==> src/rtl/lab3_pkg.sv <==
// Shared types and constants for the instruction fetch stage and its buffer.
package lab3_pkg;

  localparam int WORD_W     = 32;
  localparam int INSN_BYTES = 4;

  localparam logic [WORD_W-1:0] RESET_PC = 32'h0000_0000;

  typedef enum logic [1:0] {
    S_REQ  = 2'd0,
    S_WAIT = 2'd1,
    S_DROP = 2'd2
  } fetch_state_e;

  typedef struct packed {
    logic [WORD_W-1:0] pc;
    logic [WORD_W-1:0] insn;
  } fetch_entry_t;

  // Sequential word address; wraps naturally at 2^32.
  function automatic logic [WORD_W-1:0] pc_next(input logic [WORD_W-1:0] pc);
    return pc + 32'(INSN_BYTES);
  endfunction

  function automatic logic [WORD_W-1:0] word_align(input logic [WORD_W-1:0] pc);
    return pc & ~32'(INSN_BYTES - 1);
  endfunction

endpackage

==> src/rtl/fetch_buffer.sv <==
// Two-entry FIFO of fetched {pc, insn} pairs; head is always the oldest entry.
module fetch_buffer
  import lab3_pkg::*;
(
  input  logic         clk,
  input  logic         reset_n,
  input  logic         push_i,
  input  fetch_entry_t push_entry_i,
  input  logic         pop_i,
  input  logic         flush_i,
  output logic [1:0]   count_o,
  output fetch_entry_t head_o
);

  fetch_entry_t entry_q [2];
  fetch_entry_t entry_d [2];
  logic         rd_ptr_q, rd_ptr_d;
  logic         wr_ptr_q, wr_ptr_d;
  logic [1:0]   count_q, count_d;
  logic         do_push_s, do_pop_s;

  assign do_pop_s  = pop_i & (count_q != 2'd0);
  assign do_push_s = push_i & ((count_q != 2'd2) | do_pop_s);

  // Next-state for storage, pointers and occupancy; flush only clears bookkeeping.
  always_comb begin
    entry_d  = entry_q;
    rd_ptr_d = rd_ptr_q;
    wr_ptr_d = wr_ptr_q;
    count_d  = count_q;
    if (flush_i) begin
      rd_ptr_d = 1'b0;
      wr_ptr_d = 1'b0;
      count_d  = 2'd0;
    end else begin
      if (do_push_s) begin
        entry_d[wr_ptr_q] = push_entry_i;
        wr_ptr_d          = ~wr_ptr_q;
      end else begin
        wr_ptr_d = wr_ptr_q;
      end
      if (do_pop_s) begin
        rd_ptr_d = ~rd_ptr_q;
      end else begin
        rd_ptr_d = rd_ptr_q;
      end
      count_d = count_q + {1'b0, do_push_s} - {1'b0, do_pop_s};
    end
  end

  // State register with synchronous active-low reset.
  always_ff @(posedge clk) begin
    if (!reset_n) begin
      entry_q[0] <= '0;
      entry_q[1] <= '0;
      rd_ptr_q   <= 1'b0;
      wr_ptr_q   <= 1'b0;
      count_q    <= 2'd0;
    end else begin
      entry_q  <= entry_d;
      rd_ptr_q <= rd_ptr_d;
      wr_ptr_q <= wr_ptr_d;
      count_q  <= count_d;
    end
  end

  assign count_o = count_q;
  assign head_o  = entry_q[rd_ptr_q];

endmodule

==> src/rtl/instruction_fetch.sv <==
// Fetch stage: PC, request/response FSM with redirect flush, and a two-entry
// decode buffer. out_* come only from registers (no path from imem_rdata).
module instruction_fetch
  import lab3_pkg::*;
(
  input  logic              clk,
  input  logic              reset_n,
  output logic              imem_req,
  output logic [WORD_W-1:0] imem_addr,
  input  logic              imem_ready,
  input  logic              imem_rvalid,
  input  logic [WORD_W-1:0] imem_rdata,
  input  logic              redirect_valid,
  input  logic [WORD_W-1:0] redirect_pc,
  output logic              out_valid,
  input  logic              out_ready,
  output logic [WORD_W-1:0] out_instruction,
  output logic [WORD_W-1:0] out_pc,
  output logic [WORD_W-1:0] out_pc_plus4
);

  fetch_state_e      state_q, state_d;
  logic [WORD_W-1:0] fetch_pc_q, fetch_pc_d;
  logic [WORD_W-1:0] issued_pc_q, issued_pc_d;
  logic [1:0]        count_s;
  fetch_entry_t      head_s;
  fetch_entry_t      push_entry_s;
  logic              credit_s, req_hs_s, push_s, pop_s;

  // Credit counts buffered words plus the one outstanding request, if any.
  assign credit_s  = ({1'b0, count_s} + {2'b00, (state_q != S_REQ)}) < 3'd2;
  assign imem_req  = reset_n & (state_q == S_REQ) & credit_s;
  assign imem_addr = fetch_pc_q;
  assign req_hs_s  = imem_req & imem_ready;

  assign out_valid = (count_s != 2'd0);
  assign pop_s     = out_valid & out_ready & ~redirect_valid;

  assign push_entry_s = '{pc: issued_pc_q, insn: imem_rdata};

  // Next fetch PC, issued-PC capture and FSM transitions; redirect wins.
  always_comb begin
    state_d     = state_q;
    fetch_pc_d  = fetch_pc_q;
    issued_pc_d = issued_pc_q;
    push_s      = 1'b0;

    if (redirect_valid) begin
      fetch_pc_d = word_align(redirect_pc);
    end else if (req_hs_s) begin
      fetch_pc_d = pc_next(fetch_pc_q);
    end else begin
      fetch_pc_d = fetch_pc_q;
    end

    if (req_hs_s) begin
      issued_pc_d = fetch_pc_q;
    end else begin
      issued_pc_d = issued_pc_q;
    end

    case (state_q)
      S_REQ: begin
        if (req_hs_s) begin
          state_d = redirect_valid ? S_DROP : S_WAIT;
        end else begin
          state_d = S_REQ;
        end
      end
      S_WAIT: begin
        if (imem_rvalid) begin
          state_d = S_REQ;
          push_s  = ~redirect_valid;
        end else if (redirect_valid) begin
          state_d = S_DROP;
        end else begin
          state_d = S_WAIT;
        end
      end
      S_DROP: begin
        state_d = imem_rvalid ? S_REQ : S_DROP;
      end
      default: begin
        state_d = S_REQ;
      end
    endcase
  end

  // FSM and PC registers with synchronous active-low reset.
  always_ff @(posedge clk) begin
    if (!reset_n) begin
      state_q     <= S_REQ;
      fetch_pc_q  <= RESET_PC;
      issued_pc_q <= RESET_PC;
    end else begin
      state_q     <= state_d;
      fetch_pc_q  <= fetch_pc_d;
      issued_pc_q <= issued_pc_d;
    end
  end

  fetch_buffer u_fetch_buffer (
    .clk          (clk),
    .reset_n      (reset_n),
    .push_i       (push_s),
    .push_entry_i (push_entry_s),
    .pop_i        (pop_s),
    .flush_i      (redirect_valid),
    .count_o      (count_s),
    .head_o       (head_s)
  );

  // Idle outputs read as zero so the decoder never sees stale entries.
  assign out_instruction = out_valid ? head_s.insn : {WORD_W{1'b0}};
  assign out_pc          = out_valid ? head_s.pc : {WORD_W{1'b0}};
  assign out_pc_plus4    = out_valid ? pc_next(head_s.pc) : {WORD_W{1'b0}};

endmodule

==> config.mk <==
export PLATFORM = sky130hd
export DESIGN_NAME = instruction_fetch
export DESIGN_NICKNAME = d
export VERILOG_FILES = /design/src/rtl/lab3_pkg.sv /design/src/rtl/fetch_buffer.sv /design/src/rtl/instruction_fetch.sv
export SDC_FILE = /design/constraint.sdc
export NUM_CORES = 1
export LEC_CHECK = 0
export ABC_CLOCK_PERIOD_IN_PS = 5400
export BUFFER_PORTS_ARGS = -buffer_cell sky130_fd_sc_hd__buf_2
export CAP_MARGIN = 20
export CELL_PAD_IN_SITES_DETAIL_PLACEMENT = 1
export CELL_PAD_IN_SITES_GLOBAL_PLACEMENT = 1
export CORE_ASPECT_RATIO = 1.1
export CORE_MARGIN = 4
export CORE_UTILIZATION = 30
export CTS_BUF_LIST = sky130_fd_sc_hd__clkbuf_4
export CTS_CLUSTER_DIAMETER = 200
export DETAILED_ROUTE_END_ITERATION = 10
export PLACE_DENSITY = 0.66
export SETUP_SLACK_MARGIN = 0.15
export SLEW_MARGIN = 20
export SYNTH_ARGS = -nofsm -noshare
export SYNTH_HDL_FRONTEND = slang
export SYNTH_HIERARCHICAL = 1
export SYNTH_SLANG_ARGS = --single-unit
==> constraint.sdc <==
create_clock -name clk -period 5.4 [get_ports clk]
set_input_delay 0 -clock clk [delete_from_list [all_inputs] [get_ports clk]]
set_output_delay 0 -clock clk [all_outputs]
set_load 0.02 [all_outputs]
==> metrics.log <==
INFO  metric result_of_the_run = finished clean
INFO  metric design.core.area = approximately 0.032 sq mm
INFO  metric firstDrtPassIters = 4
INFO  metric initial_utilization = 0.306
INFO  metric layout_worst_path_cycle_share = 0.731
INFO  metric synth_enable_flop_cells = 0
INFO  metric grt_util_met1 = 0.232
INFO  metric dieArea = 0.0361 sq mm
INFO  metric post-layout-total-power = about 2.6 mW
INFO  metric p_per_area = 205 mW/mm^2
INFO  metric routed_via_density = ~4.9
INFO  metric layout_common_cells = nand2_1 (278), buf_2 (194), dfxtp_1 (193), mux2i_1 (129), dlygate4sd3_1 (109)
INFO  metric worst_slew_pin_slew = about 1 ns
INFO  metric p_leak = 5.38 nW
INFO  metric worst_setup_path_startpoint = u_fetch_buffer/rd_ptr_q
INFO  metric final-setup-viol-count = 0
INFO  metric numPortBuffers = around 200
INFO  metric cap_violations = 0
INFO  metric cts.sinks = about 190
INFO  metric design.final.nets = between 1000 and 1500
INFO  metric grt_start_max_net_pins = 97
INFO  metric post_cts.resized_instances = 0
INFO  metric final_non_filler_cell_area = roughly 0.013 sq mm
INFO  metric cts_made_buffers = 17
INFO  metric post-route-drc-count = 0
INFO  metric core.rowCount = about 70
INFO  metric grt_setup_unrepaired = false
INFO  metric worst_ep_required_time = about 5.4 ns
INFO  metric dp_hpwl = just over 20000 um
INFO  metric crit-reg2reg-launch = u_fetch_buffer/count_o[1]
INFO  metric grt_use_total = 0.168
INFO  metric worst_setup_hold_path_clk_slew = 0.19 ns
INFO  metric crit_arrival = about 4.0 ns
INFO  metric die_w = ~180 um
INFO  metric synth_seq_cells = 194
INFO  metric syn-mean-instance-area = 8.54 sq um
INFO  metric clock_tree.root_cell = clkbuf_4
INFO  metric post_layout_nonfiller_instances = around 1900
INFO  metric final_layout_fill_cell_count = between 3000 and 4000
INFO  metric global_route.usage.met3 = 0.0282
INFO  metric synthDominantCellAreaShare = 0.391
INFO  metric dp_cells = 1710
INFO  metric gpl.final_weighted_congestion = roughly 0.76
INFO  metric use_met2 = 0.281
INFO  metric antenna_found_initial = 1
INFO  metric p_sw = between 0.7 and 0.8 mW
INFO  metric internal-power = 1.80 mW
INFO  metric endpoint_kind = output port
INFO  metric post_synth_inst_count = 1163
INFO  metric globalRoute.busiestLayer = met2
INFO  metric final_core_util = 0.385
INFO  metric place_area = approximately 0.011 sq mm
INFO  metric netlist.top_cell.by_area = dfxtp_1
INFO  metric commonest_non_fill_non_tap_cell_in_the_layout = nand2_1
INFO  metric clk_latency = 0.62 ns
INFO  metric slew-limit-headroom = 0.331
INFO  metric seq_area_frac_synth = 0.391
INFO  metric synthesis_to_finish_area_growth = 25.9%
INFO  metric grt_pass1_wl = about 50000 um
INFO  metric worstHoldPathCells = 5
INFO  metric peakVddDrop = about 0.11 mV
INFO  metric tritoncts = yes
INFO  metric postRouteAntennaNets = 0
INFO  metric synth_warnings = 6
INFO  metric seqPwrFrac = 0.582
INFO  metric fin_skew = ~0.055 ns
INFO  metric timing.critical_path.from_type = register
INFO  metric crit_type = reg -> out
INFO  metric htreeDepth = 4
INFO  metric hold_viol_final = 0
INFO  metric synthesis.area = around 0.0099 sq mm
INFO  metric achievable-frequency = 0.253 GHz
INFO  metric worstPathMaxFanout = 34
INFO  metric synth-main-ff-cell = dfxtp_1
INFO  metric ios = 200
INFO  metric drive_above_1_share = 0.223
INFO  metric share_clk_of_total_power = 0.313
INFO  metric worst-r2r-cell-count = 8
INFO  metric switching_fraction = 0.299
INFO  metric holdCritPathClass = in -> reg
INFO  metric routed_wirelength = 30800 um
INFO  metric hold_path.startpoint = out_ready
INFO  metric die_h = 199 um
INFO  metric yosys-top-cells-area = dfxtp_1 (39%), mux2i_1 (13%), nand2_1 (11%), mux2_2 (8.3%), and2_1 (4.3%)
INFO  metric setup_tns = 0 ns
INFO  metric post-route-min-period = 3.95 ns
INFO  metric yosysUniqueCellTypes = 53
INFO  metric maxSlewViolCount = 0
INFO  metric wire_per_inst = 16.6 um
INFO  metric dr_total_vias = approximately 9000
INFO  metric synth-async-reset-ratio = 0
INFO  metric first_global_vias = around 9400
INFO  metric grt_overflow_total = 0
INFO  metric clk_path_buf_depth = 2
INFO  metric first_iter_violations = roughly 350
INFO  metric combPwrFrac = 0.105
-- cell usage after synthesis (2+ instances only) --
master    count
o31a_1        2
xnor2_1       6
o31ai_1       4
xor2_1       14
nor2b_1       2
o211ai_1      3
inv_1        14
mux2_2       73
nand2b_1      5
a32oi_1       2
and2_1       69
nand4_1      22
ha_1          4
mux2i_1     129
or4_1        12
nand3_1      29
buf_1         2
clkbuf_1     62
and4_1       14
or3_1        13
nor4b_1       4
and3_1       10
a22oi_1       4
dfxtp_1     194
a211oi_1      8
nor2_1       39
buf_2         8
a31oi_1       7
nor4_1        5
nand2_1     278
o21ai_0      34
a21oi_1      44
buf_8         6
nor3_1       13
buf_4        10
-- power by group through the flow --
stage	Clock [mW]	Sequential, mW	Combinational, mW
after detailed placement	0	1.52	0.202
after CTS	0.848	1.49	0.269
after global placement	0	1.52	0.199
after floorplan	0	1.53	0.108
final	0.802	1.49	0.269
after global routing	0.907	1.50	0.298
-- stage by stage --
| step | hold WS (ns) | worst slack, ns |
|---|---|---|
| finish | 0.0739 | 1.45 |
| global route | 0.0430 | 1.11 |
| CTS | 0.0157 | 1.29 |
| detailed placement | 0.218 | 2.00 |
| global placement | 0.214 | 1.99 |
| floorplan | 0.109 | 2.84 |
-- critical path: stages (launching register included) --
cell,delay (ns)
dfxtp_2,0.96
buf_4,0.58
mux2_2,0.30
and4_1,0.28
nand3_1,0.26
nor4_1,0.43
mux2_2,0.38
buf_2,0.17
-- routing by layer --
metal  vias up  part of all wire  wire length [um]
met3         9             0.041              1270
met5         -                 0                 0
met2       195              0.46             14300
met1      4340              0.49             15100
met4         0            0.0056               173
li1       4495                 -                 -
-- flip-flops by register name (all words and copies together) (netlist names) --
register	flops
imem_addr	30
issued_pc_q	30
state_q	2
u_fetch_buffer/count_o	2
u_fetch_buffer/entry_q	128
u_fetch_buffer/rd_ptr_q	1
u_fetch_buffer/wr_ptr_q	1
-- final cells by class --
class | count | area, sq um | area share
Clock inverter | 15 | 158 | 0.0126
Inverter | 14 | 52.6 | 0.00420
Multi-Input combinational cell | 869 | 5560 | 0.445
Clock buffer | 17 | 128 | 0.0102
Tap cell | 426 | 533 | 0.0426
Antenna cell | 1 | 2.50 | 0.000200
Timing Repair Buffer | 316 | 2190 | 0.175
Sequential cell | 194 | 3880 | 0.311
-- worst paths after layout --
path                            slack (ns)                          to
worst max-delay path                  1.45            out_pc_plus4[31]
worst min register to register        0.47  u_fetch_buffer/entry_q[46]
worst max register to register        2.34  u_fetch_buffer/entry_q[22]
worst min-delay path                  0.07     u_fetch_buffer/wr_ptr_q
-- logic make-up (layout without fill, tap and decap cells) --
kind of cell    after synthesis  in the layout  share of synthesized area
fa+ha+maj                     4              4                    0.00504
simple gates                523            523                      0.254
mux                         202            202                      0.213
flops                       194            194                      0.391
compound gates              116            116                     0.0685
buf+inv                     103            362                     0.0513
xor+xnor                     20             20                     0.0176
other cells                   1              5                   0.000377
-- repair_timing --
item	4_1_cts	5_1_grt
setup endpoints to repair	0	0
setup buffers	0	0
hold buffers	109	0
endpoints found under the hold margin	109	0
No activity file was read; power rests on OpenSTA's default activity.
